$ cat src/rtl/pipe_ctrl_regs_pkg.sv
// pipe_ctrl_regs_pkg: shared encodings and field positions for the pipeline control register bank
package pipe_ctrl_regs_pkg;
    localparam logic [31:0] NOP = 32'h0000_0013;
    localparam int RS1_LSB = 15;
    localparam int RS2_LSB = 20;
    localparam int RD_LSB = 7;
    localparam logic [63:0] RESET_PC_DEF = 64'h0;
endpackage

$ cat src/rtl/pipe_ctrl_regs_if.sv
// pipe_ctrl_regs_if: hazard commands and decode controls in, stage address/control fields out
interface pipe_ctrl_regs_if #(
    parameter int XLEN = 64,
    parameter int CNT_W = 32
);
    logic stallF, stallD, flushE, pc_srcD;
    logic [XLEN-1:0] pc_branchD;
    logic [31:0] instrF;
    logic reg_writeD, mem_to_regD, mem_writeD;
    logic [XLEN-1:0] pcF, pcD;
    logic [31:0] instrD;
    logic [4:0] rs1D, rs2D, rdD;
    logic [4:0] rs1E, rs2E, rdE;
    logic reg_writeE, mem_to_regE, mem_writeE;
    logic [4:0] write_regM;
    logic reg_writeM, mem_to_regM, mem_writeM;
    logic [4:0] write_regW;
    logic reg_writeW, mem_to_regW;
    logic [CNT_W-1:0] stall_cnt, flush_cnt;

    modport slave (
        input stallF, stallD, flushE, pc_srcD, pc_branchD, instrF, reg_writeD, mem_to_regD, mem_writeD,
        output pcF, pcD, instrD, rs1D, rs2D, rdD, rs1E, rs2E, rdE, reg_writeE, mem_to_regE, mem_writeE,
        output write_regM, reg_writeM, mem_to_regM, mem_writeM, write_regW, reg_writeW, mem_to_regW,
        output stall_cnt, flush_cnt
    );
    modport master (
        output stallF, stallD, flushE, pc_srcD, pc_branchD, instrF, reg_writeD, mem_to_regD, mem_writeD,
        input pcF, pcD, instrD, rs1D, rs2D, rdD, rs1E, rs2E, rdE, reg_writeE, mem_to_regE, mem_writeE,
        input write_regM, reg_writeM, mem_to_regM, mem_writeM, write_regW, reg_writeW, mem_to_regW,
        input stall_cnt, flush_cnt
    );
endinterface

$ cat src/rtl/pipe_ctrl_regs_pipe_reg.sv
// pipe_reg: pipeline register with sync reset, sync clear and enable (reset > clear > enable)
module pipe_reg #(
    parameter int WIDTH = 1,
    parameter logic [WIDTH-1:0] RST_VAL = '0,
    parameter logic [WIDTH-1:0] CLR_VAL = RST_VAL
) (
    input  logic             clk,
    input  logic             rst,
    input  logic             en_i,
    input  logic             clr_i,
    input  logic [WIDTH-1:0] d_i,
    output logic [WIDTH-1:0] q_o
);
    logic [WIDTH-1:0] data_q;

    always_ff @(posedge clk) begin
        if (rst) data_q <= RST_VAL;
        else if (clr_i) data_q <= CLR_VAL;
        else if (en_i) data_q <= d_i;
    end

    assign q_o = data_q;
endmodule

$ cat src/rtl/pipe_ctrl_regs.sv
// pipe_ctrl_regs: fetch PC, IF/ID and E/M/W address/control registers driven by hazard-unit commands
module pipe_ctrl_regs
    import pipe_ctrl_regs_pkg::*;
#(
    parameter int XLEN = 64,
    parameter logic [XLEN-1:0] RESET_PC = XLEN'(RESET_PC_DEF),
    parameter int CNT_W = 32
) (
    input logic clk,
    input logic reset,
    pipe_ctrl_regs_if.slave bus
);
    logic take;
    logic [XLEN-1:0] pc_d;
    logic [32+XLEN-1:0] ifid_q;
    logic [17:0] e_q;
    logic [7:0] m_q;
    logic [6:0] w_q;
    logic [CNT_W-1:0] stall_cnt_q, stall_cnt_d, flush_cnt_q, flush_cnt_d;

    // A branch seen while either front stage is stalled has an unreliable target; drop it.
    assign take = bus.pc_srcD & ~bus.stallF & ~bus.stallD;
    assign pc_d = take ? bus.pc_branchD : bus.pcF + XLEN'(4);

    pipe_reg #(.WIDTH(XLEN), .RST_VAL(RESET_PC)) u_pc (
        .clk(clk), .rst(reset), .en_i(~bus.stallF), .clr_i(1'b0), .d_i(pc_d), .q_o(bus.pcF)
    );

    pipe_reg #(.WIDTH(32 + XLEN), .RST_VAL({NOP, {XLEN{1'b0}}})) u_ifid (
        .clk(clk), .rst(reset), .en_i(~bus.stallD), .clr_i(take),
        .d_i({bus.instrF, bus.pcF}), .q_o(ifid_q)
    );

    assign {bus.instrD, bus.pcD} = ifid_q;
    assign bus.rs1D = bus.instrD[RS1_LSB +: 5];
    assign bus.rs2D = bus.instrD[RS2_LSB +: 5];
    assign bus.rdD = bus.instrD[RD_LSB +: 5];

    pipe_reg #(.WIDTH(18)) u_idex (
        .clk(clk), .rst(reset), .en_i(1'b1), .clr_i(bus.flushE),
        .d_i({bus.rs1D, bus.rs2D, bus.rdD, bus.reg_writeD, bus.mem_to_regD, bus.mem_writeD}),
        .q_o(e_q)
    );

    assign {bus.rs1E, bus.rs2E, bus.rdE, bus.reg_writeE, bus.mem_to_regE, bus.mem_writeE} = e_q;

    pipe_reg #(.WIDTH(8)) u_exmem (
        .clk(clk), .rst(reset), .en_i(1'b1), .clr_i(1'b0),
        .d_i({bus.rdE, bus.reg_writeE, bus.mem_to_regE, bus.mem_writeE}), .q_o(m_q)
    );

    assign {bus.write_regM, bus.reg_writeM, bus.mem_to_regM, bus.mem_writeM} = m_q;

    pipe_reg #(.WIDTH(7)) u_memwb (
        .clk(clk), .rst(reset), .en_i(1'b1), .clr_i(1'b0),
        .d_i({bus.write_regM, bus.reg_writeM, bus.mem_to_regM}), .q_o(w_q)
    );

    assign {bus.write_regW, bus.reg_writeW, bus.mem_to_regW} = w_q;

    always_comb begin
        stall_cnt_d = (bus.stallD && !(&stall_cnt_q)) ? stall_cnt_q + CNT_W'(1) : stall_cnt_q;
        flush_cnt_d = (bus.pc_srcD && !bus.stallD && !(&flush_cnt_q)) ? flush_cnt_q + CNT_W'(1) : flush_cnt_q;
    end

    always_ff @(posedge clk) begin
        if (reset) begin
            stall_cnt_q <= '0;
            flush_cnt_q <= '0;
        end else begin
            stall_cnt_q <= stall_cnt_d;
            flush_cnt_q <= flush_cnt_d;
        end
    end

    assign bus.stall_cnt = stall_cnt_q;
    assign bus.flush_cnt = flush_cnt_q;
endmodule

$ cat src/flat_wrapper.sv
// flat-port wrapper written by rule: the top's interface ports become plain ports
module pipe_ctrl_regs_flat import pipe_ctrl_regs_pkg::*;
#(
    parameter int XLEN = 64,
    parameter logic [XLEN-1:0] RESET_PC = XLEN'(RESET_PC_DEF),
    parameter int CNT_W = 32
)
  (clk, reset, bus_stallF, bus_stallD, bus_flushE, bus_pc_srcD, bus_pc_branchD, bus_instrF, bus_reg_writeD, bus_mem_to_regD, bus_mem_writeD, bus_pcF, bus_pcD, bus_instrD, bus_rs1D, bus_rs2D, bus_rdD, bus_rs1E, bus_rs2E, bus_rdE, bus_reg_writeE, bus_mem_to_regE, bus_mem_writeE, bus_write_regM, bus_reg_writeM, bus_mem_to_regM, bus_mem_writeM, bus_write_regW, bus_reg_writeW, bus_mem_to_regW, bus_stall_cnt, bus_flush_cnt);
  pipe_ctrl_regs_if #(.XLEN(XLEN), .CNT_W(CNT_W)) bus_i ();
  input logic clk;
  input logic reset;
  input wire logic [$bits(bus_i.stallF)-1:0] bus_stallF;
  input wire logic [$bits(bus_i.stallD)-1:0] bus_stallD;
  input wire logic [$bits(bus_i.flushE)-1:0] bus_flushE;
  input wire logic [$bits(bus_i.pc_srcD)-1:0] bus_pc_srcD;
  input wire logic [$bits(bus_i.pc_branchD)-1:0] bus_pc_branchD;
  input wire logic [$bits(bus_i.instrF)-1:0] bus_instrF;
  input wire logic [$bits(bus_i.reg_writeD)-1:0] bus_reg_writeD;
  input wire logic [$bits(bus_i.mem_to_regD)-1:0] bus_mem_to_regD;
  input wire logic [$bits(bus_i.mem_writeD)-1:0] bus_mem_writeD;
  output wire logic [$bits(bus_i.pcF)-1:0] bus_pcF;
  output wire logic [$bits(bus_i.pcD)-1:0] bus_pcD;
  output wire logic [$bits(bus_i.instrD)-1:0] bus_instrD;
  output wire logic [$bits(bus_i.rs1D)-1:0] bus_rs1D;
  output wire logic [$bits(bus_i.rs2D)-1:0] bus_rs2D;
  output wire logic [$bits(bus_i.rdD)-1:0] bus_rdD;
  output wire logic [$bits(bus_i.rs1E)-1:0] bus_rs1E;
  output wire logic [$bits(bus_i.rs2E)-1:0] bus_rs2E;
  output wire logic [$bits(bus_i.rdE)-1:0] bus_rdE;
  output wire logic [$bits(bus_i.reg_writeE)-1:0] bus_reg_writeE;
  output wire logic [$bits(bus_i.mem_to_regE)-1:0] bus_mem_to_regE;
  output wire logic [$bits(bus_i.mem_writeE)-1:0] bus_mem_writeE;
  output wire logic [$bits(bus_i.write_regM)-1:0] bus_write_regM;
  output wire logic [$bits(bus_i.reg_writeM)-1:0] bus_reg_writeM;
  output wire logic [$bits(bus_i.mem_to_regM)-1:0] bus_mem_to_regM;
  output wire logic [$bits(bus_i.mem_writeM)-1:0] bus_mem_writeM;
  output wire logic [$bits(bus_i.write_regW)-1:0] bus_write_regW;
  output wire logic [$bits(bus_i.reg_writeW)-1:0] bus_reg_writeW;
  output wire logic [$bits(bus_i.mem_to_regW)-1:0] bus_mem_to_regW;
  output wire logic [$bits(bus_i.stall_cnt)-1:0] bus_stall_cnt;
  output wire logic [$bits(bus_i.flush_cnt)-1:0] bus_flush_cnt;
  assign bus_i.stallF = bus_stallF;
  assign bus_i.stallD = bus_stallD;
  assign bus_i.flushE = bus_flushE;
  assign bus_i.pc_srcD = bus_pc_srcD;
  assign bus_i.pc_branchD = bus_pc_branchD;
  assign bus_i.instrF = bus_instrF;
  assign bus_i.reg_writeD = bus_reg_writeD;
  assign bus_i.mem_to_regD = bus_mem_to_regD;
  assign bus_i.mem_writeD = bus_mem_writeD;
  assign bus_pcF = bus_i.pcF;
  assign bus_pcD = bus_i.pcD;
  assign bus_instrD = bus_i.instrD;
  assign bus_rs1D = bus_i.rs1D;
  assign bus_rs2D = bus_i.rs2D;
  assign bus_rdD = bus_i.rdD;
  assign bus_rs1E = bus_i.rs1E;
  assign bus_rs2E = bus_i.rs2E;
  assign bus_rdE = bus_i.rdE;
  assign bus_reg_writeE = bus_i.reg_writeE;
  assign bus_mem_to_regE = bus_i.mem_to_regE;
  assign bus_mem_writeE = bus_i.mem_writeE;
  assign bus_write_regM = bus_i.write_regM;
  assign bus_reg_writeM = bus_i.reg_writeM;
  assign bus_mem_to_regM = bus_i.mem_to_regM;
  assign bus_mem_writeM = bus_i.mem_writeM;
  assign bus_write_regW = bus_i.write_regW;
  assign bus_reg_writeW = bus_i.reg_writeW;
  assign bus_mem_to_regW = bus_i.mem_to_regW;
  assign bus_stall_cnt = bus_i.stall_cnt;
  assign bus_flush_cnt = bus_i.flush_cnt;
  pipe_ctrl_regs #(.XLEN(XLEN), .RESET_PC(RESET_PC), .CNT_W(CNT_W)) u_core (.clk(clk), .reset(reset), .bus(bus_i));
endmodule
$ cat config.mk
export PLATFORM = sky130hd
export DESIGN_NAME = pipe_ctrl_regs_flat
export DESIGN_NICKNAME = d
export VERILOG_FILES = /design/src/rtl/pipe_ctrl_regs_pkg.sv /design/src/rtl/pipe_ctrl_regs_if.sv /design/src/rtl/pipe_ctrl_regs_pipe_reg.sv /design/src/rtl/pipe_ctrl_regs.sv /design/src/flat_wrapper.sv
export SDC_FILE = /design/constraint.sdc
export NUM_CORES = 1
export LEC_CHECK = 0
export CAP_MARGIN = 10
export CORE_AREA = 8 8 162 164
export DETAILED_ROUTE_END_ITERATION = 8
export DIE_AREA = 0 0 170 172
export PLACE_DENSITY = 0.85
export SETUP_SLACK_MARGIN = 0.15
export SLEW_MARGIN = 0
export SYNTH_ARGS = -nofsm -noshare
export SYNTH_HDL_FRONTEND = slang
export SYNTH_SLANG_ARGS = --single-unit
$ cat constraint.sdc
create_clock -name clk -period 4.2 [get_ports clk]
set_input_delay 0.84 -clock clk [delete_from_list [all_inputs] [get_ports clk]]
set_output_delay 0.84 -clock clk [all_outputs]
set_load 0.005 [all_outputs]
# --- After elaboration in Yosys (flattened, before gate mapping) ---
# Index checks and enable logic that the tools add are counted.
totals:
  register_bits: 257
  input_bits: 105
  output_inout_bits: 272
op_classes:
  bitwise_logic: 4
  mux: 1
  n_addsub: 3
  n_reduce_logical: 10
op_table:
  columns: ["op", "count"]
  rows:
  - ["$add 32x1->32 const B", 2]
  - ["$add 64x3->64 const B", 1]
  - ["$mux 64", 1]
  - ["$reduce_and 32->1", 2]
  - ["$reduce_or 2->1", 2]
  - ["$logic_and 1x1->1", 3]
  - ["$logic_not 1->1", 3]
  - ["$and 1x1->1", 2]
  - ["$not 1->1", 2]

# --- Longest topological paths before layout ---
# Gate-level depths: netlist (run 1).
depth:
  word_depth: 4
  depth_mapped: 9
  depth_no_buf: 7

# --- Hierarchy ---
# From an unflattened synthesis (run 1), not the netlist that was laid out.
unflattened:
  cells_unflattened: 1435
  area_unflattened_um2: 12567.1
by_module_without_submodules:
  columns: ["mod", "instances", "cells_each", "area_each_um2", "seq_area_each_um2"]
  rows:
  - ["pipe_ctrl_regs", 1, 807, 5547.8, 1281.2]
  - ["pipe_reg at u_core.u_ifid", 1, 311, 3459.6, 1921.8]
  - ["pipe_reg at u_core.u_pc", 1, 207, 2348.5, 1281.2]
  - ["pipe_reg at u_core.u_idex", 1, 59, 663.1, 360.3]
  - ["pipe_reg at u_core.u_exmem", 1, 27, 295.3, 160.2]
  - ["pipe_reg at u_core.u_memwb", 1, 24, 252.7, 140.1]

# --- Worst setup path before layout (run 1) ---
# Ideal clock, no wire load.
synth_path:
  path_kind: "reg2reg"
  from: "register u_core.u_pc.data_q[2], in the netlist u_core.u_pc.q_o[2]"
  to: "register u_core.u_pc.data_q[58], in the netlist u_core.u_pc.q_o[58]"
  setup_ns: 0.134
  path_stages_with_launch: 10
  required_time_ns: 4.066
  path_buffers: 2
  arrival_ns: 2.316
  setup_slack_ns: 1.750
  cell_sequence: "dfxtp_1 -> ha_1 -> nand2_1 -> or3_1 -> buf_2 -> or4_1 -> buf_2 -> nor4_1 -> mux2i_1 -> o22ai_1"
synth_via:
  elab_chain_cells: 2
synth_rtl:
  columns: ["item", "line_no", "text"]
  rows:
  - ["start: declaration", "pipe_ctrl_regs_pipe_reg.sv:14", "logic [WIDTH-1:0] data_q;"]
  - ["start signal: assignment", "pipe_ctrl_regs_pipe_reg.sv:19", "else if (en_i) data_q <= d_i;"]
  - ["$add 64x3->64", "pipe_ctrl_regs.sv:23", "assign pc_d = take ? bus.pc_branchD : bus.pcF + XLEN'(4);"]
  - ["$mux 64", "pipe_ctrl_regs.sv:23", null]
# Every way passes these cells.
# A chain may end at the register's enable or synchronous reset.

# --- Final worst setup path (run 1) ---
# Ends and elaborated chain as after synthesis.

==> out/metrics.yaml, run 1 <==
synthesis:
  yosys_warnings: 0
  synth_edf_count: 0
  syn_area_sq_mm: 0.0116
  syn_area_per_cell_sq_um: 8.51
  post_synth_inst_count: 1358
  synth-seq-area-share_pct: 44.5
  ys_ff_latch: 257
  yosysUniqueCellTypes: 66
  synth_compound_area_share_pct: 11.1
  synth_top_family_by_area: "simple AND/OR/NAND/NOR gates"
  yosys-mux-area-fraction_pct: 9.37
  synth_simple_gate_area_share_pct: 26.5
  synth-adder-area-share_pct: 0.325
  synthXorXnorAreaFrac_pct: 3.86
  ys.flop_type: "dfxtp_1"
  async_reset_ff_share_pct: 0
  synth_nets: 1466
die:
  die_area_sq_mm: 0.0292
  die-width_um: 170
  die_h_um: 172
  core_region_area_sq_mm: 0.0238
  num_rows: 57
  start_util_pct: 48.5
  ioPinCount: 377
routing:
  drc_errors: 0
  firstDrtPassIters: 5
  via_per_inst: 5.73
  antenna_left: 0
  drt-total-wl_um: 40800
  vias: 11600
  drt-initial-drc-count: 1110
  wl_per_cell_um: 20.2
sta:
  fmax_mhz: 332
  min_period_over_period_pct: 71.7
  grt_setup_unrepaired: "no"
  fin_skew_ns: 0.00919
  fin_hold_ws_ns: 0.462
  tightest_slew_ns: 1.10
  finalSetupViolCount: 0
  slew_viol_final: 0
  period_minus_slack_ns: 3.01
  tns_ns: 0
  maxSlewHeadroom_pct: 26.8
  hold_violations: 0
setup_path:
  reg2reg_from: "u_core.u_pc.q_o[2]"
  cpPeakStageDelay_ns: 0.66
  cp_top_family: "simple AND/OR/NAND/NOR gates"
  arrival_ns: 3.41
  cp_slowest_cell: "or4_1"
  worstSetupPathType: "reg2reg"
  crit_path_start_kind: "register"
  path_max_fanout: 9
  worstSetupStartpoint: "u_core.u_pc.q_o[2]"
  path_buf_inv: 0
  cp.required_ns: 4.60
  end_kind: "register"
  cp_cell_sequence: "ha_1, nand2_1, or3_1, or4_1, nor4_1, mux2i_1, o22ai_1"
global_routing:
  grt-ovfl-total: 0
  antenna_found_initial: 6
  gr-usage-all-layers_pct: 26.3
  grt_pass1_wl_um: 61800
  grt_start_max_net_pins: 83
  grt_pass1_vias: 11100
clocking:
  cts.path.max_buffers: 3
  root_buffer: "clkbuf_16"
  numCtsBuffers: 28
  worstSkewPairLatency_ns: 0.55
  clock_sinks: 257
  cts_tree: "built"
  htreeDepth: 1
  cts-hold-fix-buffers: 0
  path_clk_slew_ns: 0.06
  cts_resized: 0
  cts_setup_buffers: 0
placement:
  portBuffers: 376
  place.detailed.hpwl_um: 29400
  gp_congestion: 0.872
worst_hold_path:
  hold_class: "reg2reg"
  hp-start: "u_core.u_exmem.q_o[4]"
layout:
  area_growth_pct: 41.9
  final_cell_mix: "clkdlybuf4s50_1, dfxtp_1, nor2_1, mux2i_1, nand2_1"
  final_common_cell: "clkdlybuf4s50_1"
  drive_above_1_share_pct: 4.71
  nets: 1785
power_and_ir_drop:
  p_leak_uw: 0.00596
  ir_drop_v: 0.000335
  total_power_uw: 5860
  p_switching_uw: 1430
  sw_frac_of_total_pct: 24.3
  power.internal_uw: 4440
  power_frac_comb_pct: 10.3
  p_clk_share_pct: 44.8
  p_per_area_mw_per_mm2: 357
  pwr-share-seq_pct: 44.9
run:
  max-cap-violations: 0
status:
  outcome: "complete, no violations"
-- power by group through the flow --
stage | registers, uW | logic, uW | clock network, uW
2_1_floorplan | 2640 | 273 | 0
3_3_place_gp | 2680 | 592 | 0
3_5_place_dp | 2680 | 604 | 0
4_1_cts | 2630 | 607 | 2650
5_1_grt | 2640 | 653 | 2770
6_report | 2630 | 606 | 2630
-- per-layer routing --
layer | track usage [%] | share of wire, % | vias up | wire length, um
li1 | - | - | 5439 | -
met1 | 30.9 | 38 | 5434 | 15500
met2 | 45.6 | 48 | 612 | 19700
met3 | 8.33 | 11 | 93 | 4530
met4 | 6.98 | 2.3 | 10 | 939
met5 | 0 | 0.15 | - | 61
-- stage by stage --
step,util (%),cells,setup slack (ns),area (sq um)
final,68.9,2024,1.19,16400
after global routing,68.9,2024,1.05,16400
after global placement,64.7,1971,0.953,15400
after detailed placement,64.7,1971,0.913,15400
after CTS,68.9,2023,1.23,16400
after floorplan,-,1358,1.75,11600
-- synth_stat cells (3+ instances only) --
cell | count | area [sq um]
a211oi_1 | 7 | 52.6
a21o_1 | 5 | 37.5
a21oi_1 | 69 | 345
a22o_1 | 4 | 35.0
a22oi_1 | 12 | 90.1
a31oi_1 | 14 | 87.6
and2_1 | 34 | 213
and3_1 | 24 | 150
and4_1 | 19 | 166
buf_1 | 10 | 37.5
buf_2 | 7 | 35.0
buf_4 | 15 | 113
clkbuf_1 | 70 | 263
dfxtp_1 | 257 | 5140
ha_1 | 3 | 37.5
inv_1 | 13 | 48.8
mux2i_1 | 106 | 1060
nand2_1 | 91 | 342
nand2b_1 | 3 | 18.8
nand3_1 | 52 | 260
nand3b_1 | 3 | 22.5
nand4_1 | 48 | 300
nand4b_1 | 6 | 52.6
nor2_1 | 225 | 845
nor2b_1 | 19 | 119
nor3_1 | 39 | 195
nor4_1 | 18 | 113
o211ai_1 | 6 | 45.0
o21ai_0 | 41 | 205
o22ai_1 | 15 | 93.8
o31ai_1 | 7 | 52.6
o32ai_1 | 5 | 43.8
or3_1 | 10 | 62.6
or4_1 | 13 | 97.6
xnor2_1 | 16 | 140
xor2_1 | 35 | 307
-- registers in the layout, indices dropped and copies added, names as in the netlist --
register              count
u_core.u_pc.q_o          64
u_core.u_exmem.q_o        8
u_core.bus.flush_cnt     32
u_core.u_memwb.q_o        7
u_core.u_idex.q_o        18
u_core.u_ifid.q_o        96
u_core.bus.stall_cnt     32
-- cell type report --
type	count	area, sq um
Antenna cell	1	2.50
Clock buffer	38	798
Clock inverter	14	190
Fill cell	1896	7410
Inverter	14	52.6
Multi-Input combinational cell	985	5930
Sequential cell	257	5140
Tap cell	324	405
Timing Repair Buffer	391	3880
-- path summary, 6_finish.rpt --
check	to	cells after the start	slack (ns)
hold / removal	u_core.u_memwb.q_o[3]	1	0.46
setup / recovery	u_core.u_pc.q_o[58]	7	1.19
setup reg to reg	u_core.u_pc.q_o[58]	7	1.19
hold reg to reg	u_core.u_memwb.q_o[3]	1	0.46
-- cell families (layout without fill, tap and decap cells) --
logic type,after synthesis,after routing
mux,108,108
flops,257,257
xor+xnor,51,51
other cells,0,1
simple gates,616,616
buf+inv,116,457
compound gates,207,207
fa+ha+maj,3,3
No activity file was read; power rests on OpenSTA's default activity.
==> run 2: changes to the inputs <==
- CORE_AREA: 8 8 162 164 -> 8 8 175 177
- DIE_AREA: 0 0 170 172 -> 0 0 183 185
- PLACE_DENSITY: 0.85 -> 0.76
- clock period: 4.2 -> 2.5 ns (I/O delays scaled with it)
==> run 2 against run 1 <==
Count of clock-buffer cells in the layout grew 1. Utilization decreased by 7.6 points. Highest routed layer unchanged. Combinational power is 100% higher. Critical endpoint is now u_core.u_pc.q_o[34]. Via count rose by 2.8%. Critical path type unchanged. Routed wire length rose by 4.5%. Largest cell class unchanged. Total power grew 66%. Sequential power is 65% higher. First-iteration DRC count fell by 0.63%. Clock skew up 0.0045 ns.
==> out/metrics.yaml, run 2 (synthesized netlist as in run 1, its figures left out) <==
layout:
  fillers: 2445
  post-route-util_pct: 61.3
  final_cell_mix: "clkdlybuf4s50_1, dfxtp_1, nor2_1, mux2i_1, buf_4"
  fin_area_sq_mm: 0.0172
  drive_above_1_share_pct: 10.1
  regArea_sq_mm: 0.00515
  final_common_cell: "clkdlybuf4s50_1"
  largest_reg_flops: 96
  area_growth_pct: 48.8
  nets: 1879
  multi_input_area_sq_mm: 0.00597
global_routing:
  grt-ovfl-total: 0
  gr-usage-all-layers_pct: 23.5
  grt_start_max_net_pins: 63
  grt_pass1_vias: 11400
  antenna_found_initial: 5
  grt_pass1_wl_um: 64300
setup_path:
  end_kind: "register"
  r2r-end: "u_core.u_pc.q_o[34]"
  path_max_fanout: 5
  cp_cell_sequence: "nand4_1, or3_1, or4_4, or4_1, a21oi_1, o21ba_1"
  cp.required_ns: 3.00
  worstSetupPathType: "reg2reg"
  cp_slowest_cell: "or4_4"
  cpPeakStageDelay_ns: 0.50
  rr_worst_depth: 6
  r2r_setup_slack_ns: 0.22
  arrival_ns: 2.78
  worstSetupStartpoint: "u_core.u_pc.q_o[12]"
  reg2reg_from: "u_core.u_pc.q_o[12]"
  crit_end: "u_core.u_pc.q_o[34]"
  crit_path_start_kind: "register"
power_and_ir_drop:
  ir_drop_v: 0.000488
  p_leak_uw: 0.00644
  p_per_area_mw_per_mm2: 565
clocking:
  numCtsBuffers: 29
  cts_tree: "built"
  clock_sinks: 257
  root_buffer: "clkbuf_16"
  htreeDepth: 1
  cts.path.max_buffers: 3
  worstSkewPairLatency_ns: 0.56
  path_clk_slew_ns: 0.06
sta:
  tightest_slew_ns: 1.10
  min_period_over_period_pct: 91.2
  tns_ns: 0
  fin_hold_ws_ns: 0.272
  grt_setup_unrepaired: "yes"
  fin_skew_ns: 0.0137
  period_minus_slack_ns: 2.28
  finalSetupViolCount: 0
  maxSlewHeadroom_pct: 26.7
  hold_violations: 0
  slew_viol_final: 0
  fmax_mhz: 439
  fin_ws_ns: 0.220
routing:
  wl_per_cell_um: 19.6
  antenna_left: 0
  firstDrtPassIters: 5
  via_per_inst: 5.47
  drt-initial-drc-count: 1103
  drt-total-wl_um: 42600
  vias: 11900
  drc_errors: 0
worst_hold_path:
  whs_path_depth: 3
  hold_class: "in2reg"
placement:
  place_ws_ns: 0.0834
  gp_congestion: 0.895
  portBuffers: 376
  place.detailed.hpwl_um: 31400
  dpl-instance-area_sq_mm: 0.0162
die:
  core_region_area_sq_mm: 0.0281
  start_util_pct: 41.2
  die-width_um: 183
  die_h_um: 185
  die_area_sq_mm: 0.0339
  num_rows: 62
  ioPinCount: 377
status:
  outcome: "complete, no violations"
run:
  max-cap-violations: 0
-- run 2: changes by cell type in the layout (fill, tap and decap cells not counted), moves of 3 or more --
cell | before | now
dfxtp_2 | 0 | 3
clkbuf_1 | 4 | 7
buf_12 | 1 | 5
dfxtp_1 | 257 | 253
clkbuf_8 | 6 | 3
buf_4 | 15 | 104
-- run 2: final cells by class --
type	instances	share of cell area (%)
antenna	2	0.0291
clock buffer	39	4.61
clock inverter	12	0.720
inverter	14	0.305
multi-input combinational	985	34.7
sequential	257	29.9
tap	384	2.79
timing repair buffer	484	26.9
-- run 2: how the worst min path moves through the flow --
stage / from / end / slack (ns)
final: bus_stallD / u_core.u_ifid.q_o[58] / 0.27
after global routing: bus_stallD / u_core.u_ifid.q_o[58] / 0.28
after CTS: bus_stallD / u_core.u_ifid.q_o[58] / 0.25
after detailed placement: u_core.u_idex.q_o[2] / u_core.u_exmem.q_o[2] / 0.45
after global placement: u_core.u_idex.q_o[0] / u_core.u_exmem.q_o[0] / 0.44
after floorplan: u_core.u_idex.q_o[0] / u_core.u_exmem.q_o[0] / 0.46
-- run 2: through the flow --
step	cells	total power, uW
finish	2177	9720
global route	2176	10100
CTS	2172	9790
detailed placement	2121	5620
global placement	2121	5600
floorplan	1358	4900
-- run 2: critical path, delay by kind of cell (launching register included) --
kind | cells | cell delay, ns
flip-flops | 1 | 0.40
AND/OR/NAND/NOR | 4 | 1.51
AO/OA/AOI/OAI | 2 | 0.31
-- run 2: layer usage --
metal,share of wire (%),GRT usage (%),wire length (um),vias up
li1,-,-,-,5625
met1,40,28.8,17200,5633
met2,47,39.8,20100,566
met3,10,6.55,4360,82
met4,2.2,6.34,943,10
met5,0.23,1.04,96,-
-- run 2: power by group --
group / switching (uW) / internal, uW / total (uW) / leakage [uW]
Clock: 1760 / 2430 / 4180 / 0.000452
Sequential: 106 / 4230 / 4330 / 0.00209
Combinational: 556 / 652 / 1210 / 0.00390
-- run 2: repair_timing --
action / 4_1_cts / 5_1_grt
hold buffers: 0 / 0
setup endpoints to repair: 2 / 21
pin swaps: 0 / 3
buffers inserted: 0 / 3
gates resized for setup: 2 / 6
==> run 3: changes to the inputs <==
- CORE_AREA: 8 8 175 177 -> 8 8 173 175
- CTS_BUF_LIST: unset -> sky130_fd_sc_hd__clkbuf_2 sky130_fd_sc_hd__clkbuf_4 sky130_fd_sc_hd__clkbuf_8
- DIE_AREA: 0 0 183 185 -> 0 0 181 183
- PLACE_DENSITY: 0.76 -> 0.78
==> run 3 against run 2 <==
Sequential cell count is the same. Die area down 2.2%. Non-clock buffer count down 7. Count of clock-buffer cells in the layout rose by 37. Setup slack gained 0.021 ns. Critical path depth up 1. Hold slack improved by 0.043 ns. Utilization up 1.6 points. Via count up 0.24%. Final area fell by 0.12%. Register-to-register slack improved by 0.02 ns. Highest routed layer unchanged.
==> out/metrics.yaml, run 3 (synthesized netlist as in run 1, its figures left out) <==
global_routing:
  grt-ovfl-total: 0
  grt_pass1_wl_um: 65400
  grt_start_max_net_pins: 76
  antenna_found_initial: 7
  grt_pass1_vias: 11600
  gr-usage-all-layers_pct: 24.2
power_and_ir_drop:
  p_leak_uw: 0.00647
  ir_drop_v: 0.000374
  p_per_area_mw_per_mm2: 567
routing:
  via_per_inst: 5.53
  drt-initial-drc-count: 910
  drt-total-wl_um: 42700
  vias: 11900
  drc_errors: 0
  wl_per_cell_um: 19.8
  antenna_left: 0
  firstDrtPassIters: 5
sta:
  period_minus_slack_ns: 2.26
  hold_violations: 0
  min_period_over_period_pct: 90.4
  grt_setup_unrepaired: "yes"
  tns_ns: 0
  fin_skew_ns: 0.0196
  finalSetupViolCount: 0
  fmax_mhz: 443
  fin_hold_ws_ns: 0.315
  maxSlewHeadroom_pct: 54.2
  slew_viol_final: 0
  tightest_slew_ns: 0.682
clocking:
  root_buffer: "clkbuf_8"
  cts.path.max_buffers: 3
  path_clk_slew_ns: 0.06
  worstSkewPairLatency_ns: 0.55
  cts_tree: "built"
  clock_sinks: 257
  numCtsBuffers: 45
  htreeDepth: 2
die:
  num_rows: 61
  core_region_area_sq_mm: 0.0273
  start_util_pct: 42.3
  die-width_um: 181
  ioPinCount: 377
  die_h_um: 183
  die_area_sq_mm: 0.0331
worst_hold_path:
  hold_class: "in2reg"
run:
  max-cap-violations: 0
layout:
  final_cell_mix: "clkdlybuf4s50_1, dfxtp_1, nor2_1, mux2i_1, buf_4"
  largest_reg_flops: 96
  area_growth_pct: 48.6
  nets: 1888
  fillers: 2275
  drive_above_1_share_pct: 11.4
  fin_area_sq_mm: 0.0172
  final_common_cell: "clkdlybuf4s50_1"
placement:
  place.detailed.hpwl_um: 31500
  gp_congestion: 0.905
  portBuffers: 376
  dpl-instance-area_sq_mm: 0.0161
setup_path:
  worstSetupPathType: "reg2reg"
  crit_path_start_kind: "register"
  r2r_setup_slack_ns: 0.24
  end_kind: "register"
  arrival_ns: 2.72
  path_max_fanout: 5
  cp.required_ns: 2.96
status:
  outcome: "complete, no violations"
-- run 3: power by group --
group	total [uW]	internal [uW]	switching, uW
sequential	4340	4230	111
combinational	1200	645	554
clock	4210	2490	1720
total	9750	7360	2380
-- run 3: final timing paths --
kind | to | startpoint | depth (start not counted)
worst max register to register | u_core.u_pc.q_o[47] | u_core.u_pc.q_o[20] | 7
worst min register to register | u_core.u_memwb.q_o[4] | u_core.u_exmem.q_o[5] | 1
worst min-delay path | u_core.u_pc.q_o[60] | reset | 2
worst max-delay path | u_core.u_pc.q_o[47] | u_core.u_pc.q_o[20] | 7
-- run 3: layer usage --
metal	up-vias	GRT usage [%]	part of all wire, %
met4	12	7.22	2.4
met3	90	8.47	9.9
met5	-	0	0.18
met2	558	40.8	47
met1	5632	28.9	40
li1	5653	-	-
-- run 3: layout make-up --
cell class,instances,area (sq um),area share (%)
Multi-Input combinational cell,985,5950,34.6
Sequential cell,257,5150,30.0
Timing Repair Buffer,477,4590,26.7
Clock buffer,76,952,5.54
Tap cell,346,433,2.52
Inverter,14,52.6,0.306
Clock inverter,4,47.5,0.277
Antenna cell,2,5.00,0.0291
-- run 3: through the flow --
step                std cells  setup slack [ns]  total power, uW  util [%]
CTS                      2157             0.180             9820      62.8
detailed placement       2077            0.0587             5620      59.1
floorplan                1358             0.152             4900         -
global route             2159             0.146            10100      62.9
finish                   2161             0.241             9750      62.9
global placement         2077             0.124             5590      59.1
-- run 3: timing repair --
action | in CTS | in global routing
endpoints found under the hold margin | 0 | 0
buffers inserted | 0 | 2
endpoints found under the setup margin | 0 | 15
hold buffers | 0 | 0
gates resized for setup | 0 | 4
-- run 3: worst max-delay path, cell delays in order (launching register included) --
cell and delay, ns:
dfxtp_1 0.42, and3_1 0.29, nand3_1 0.15, buf_4 0.20
nor2_1 0.15, nand2_1 0.15, or4b_2 0.62, a41oi_1 0.19
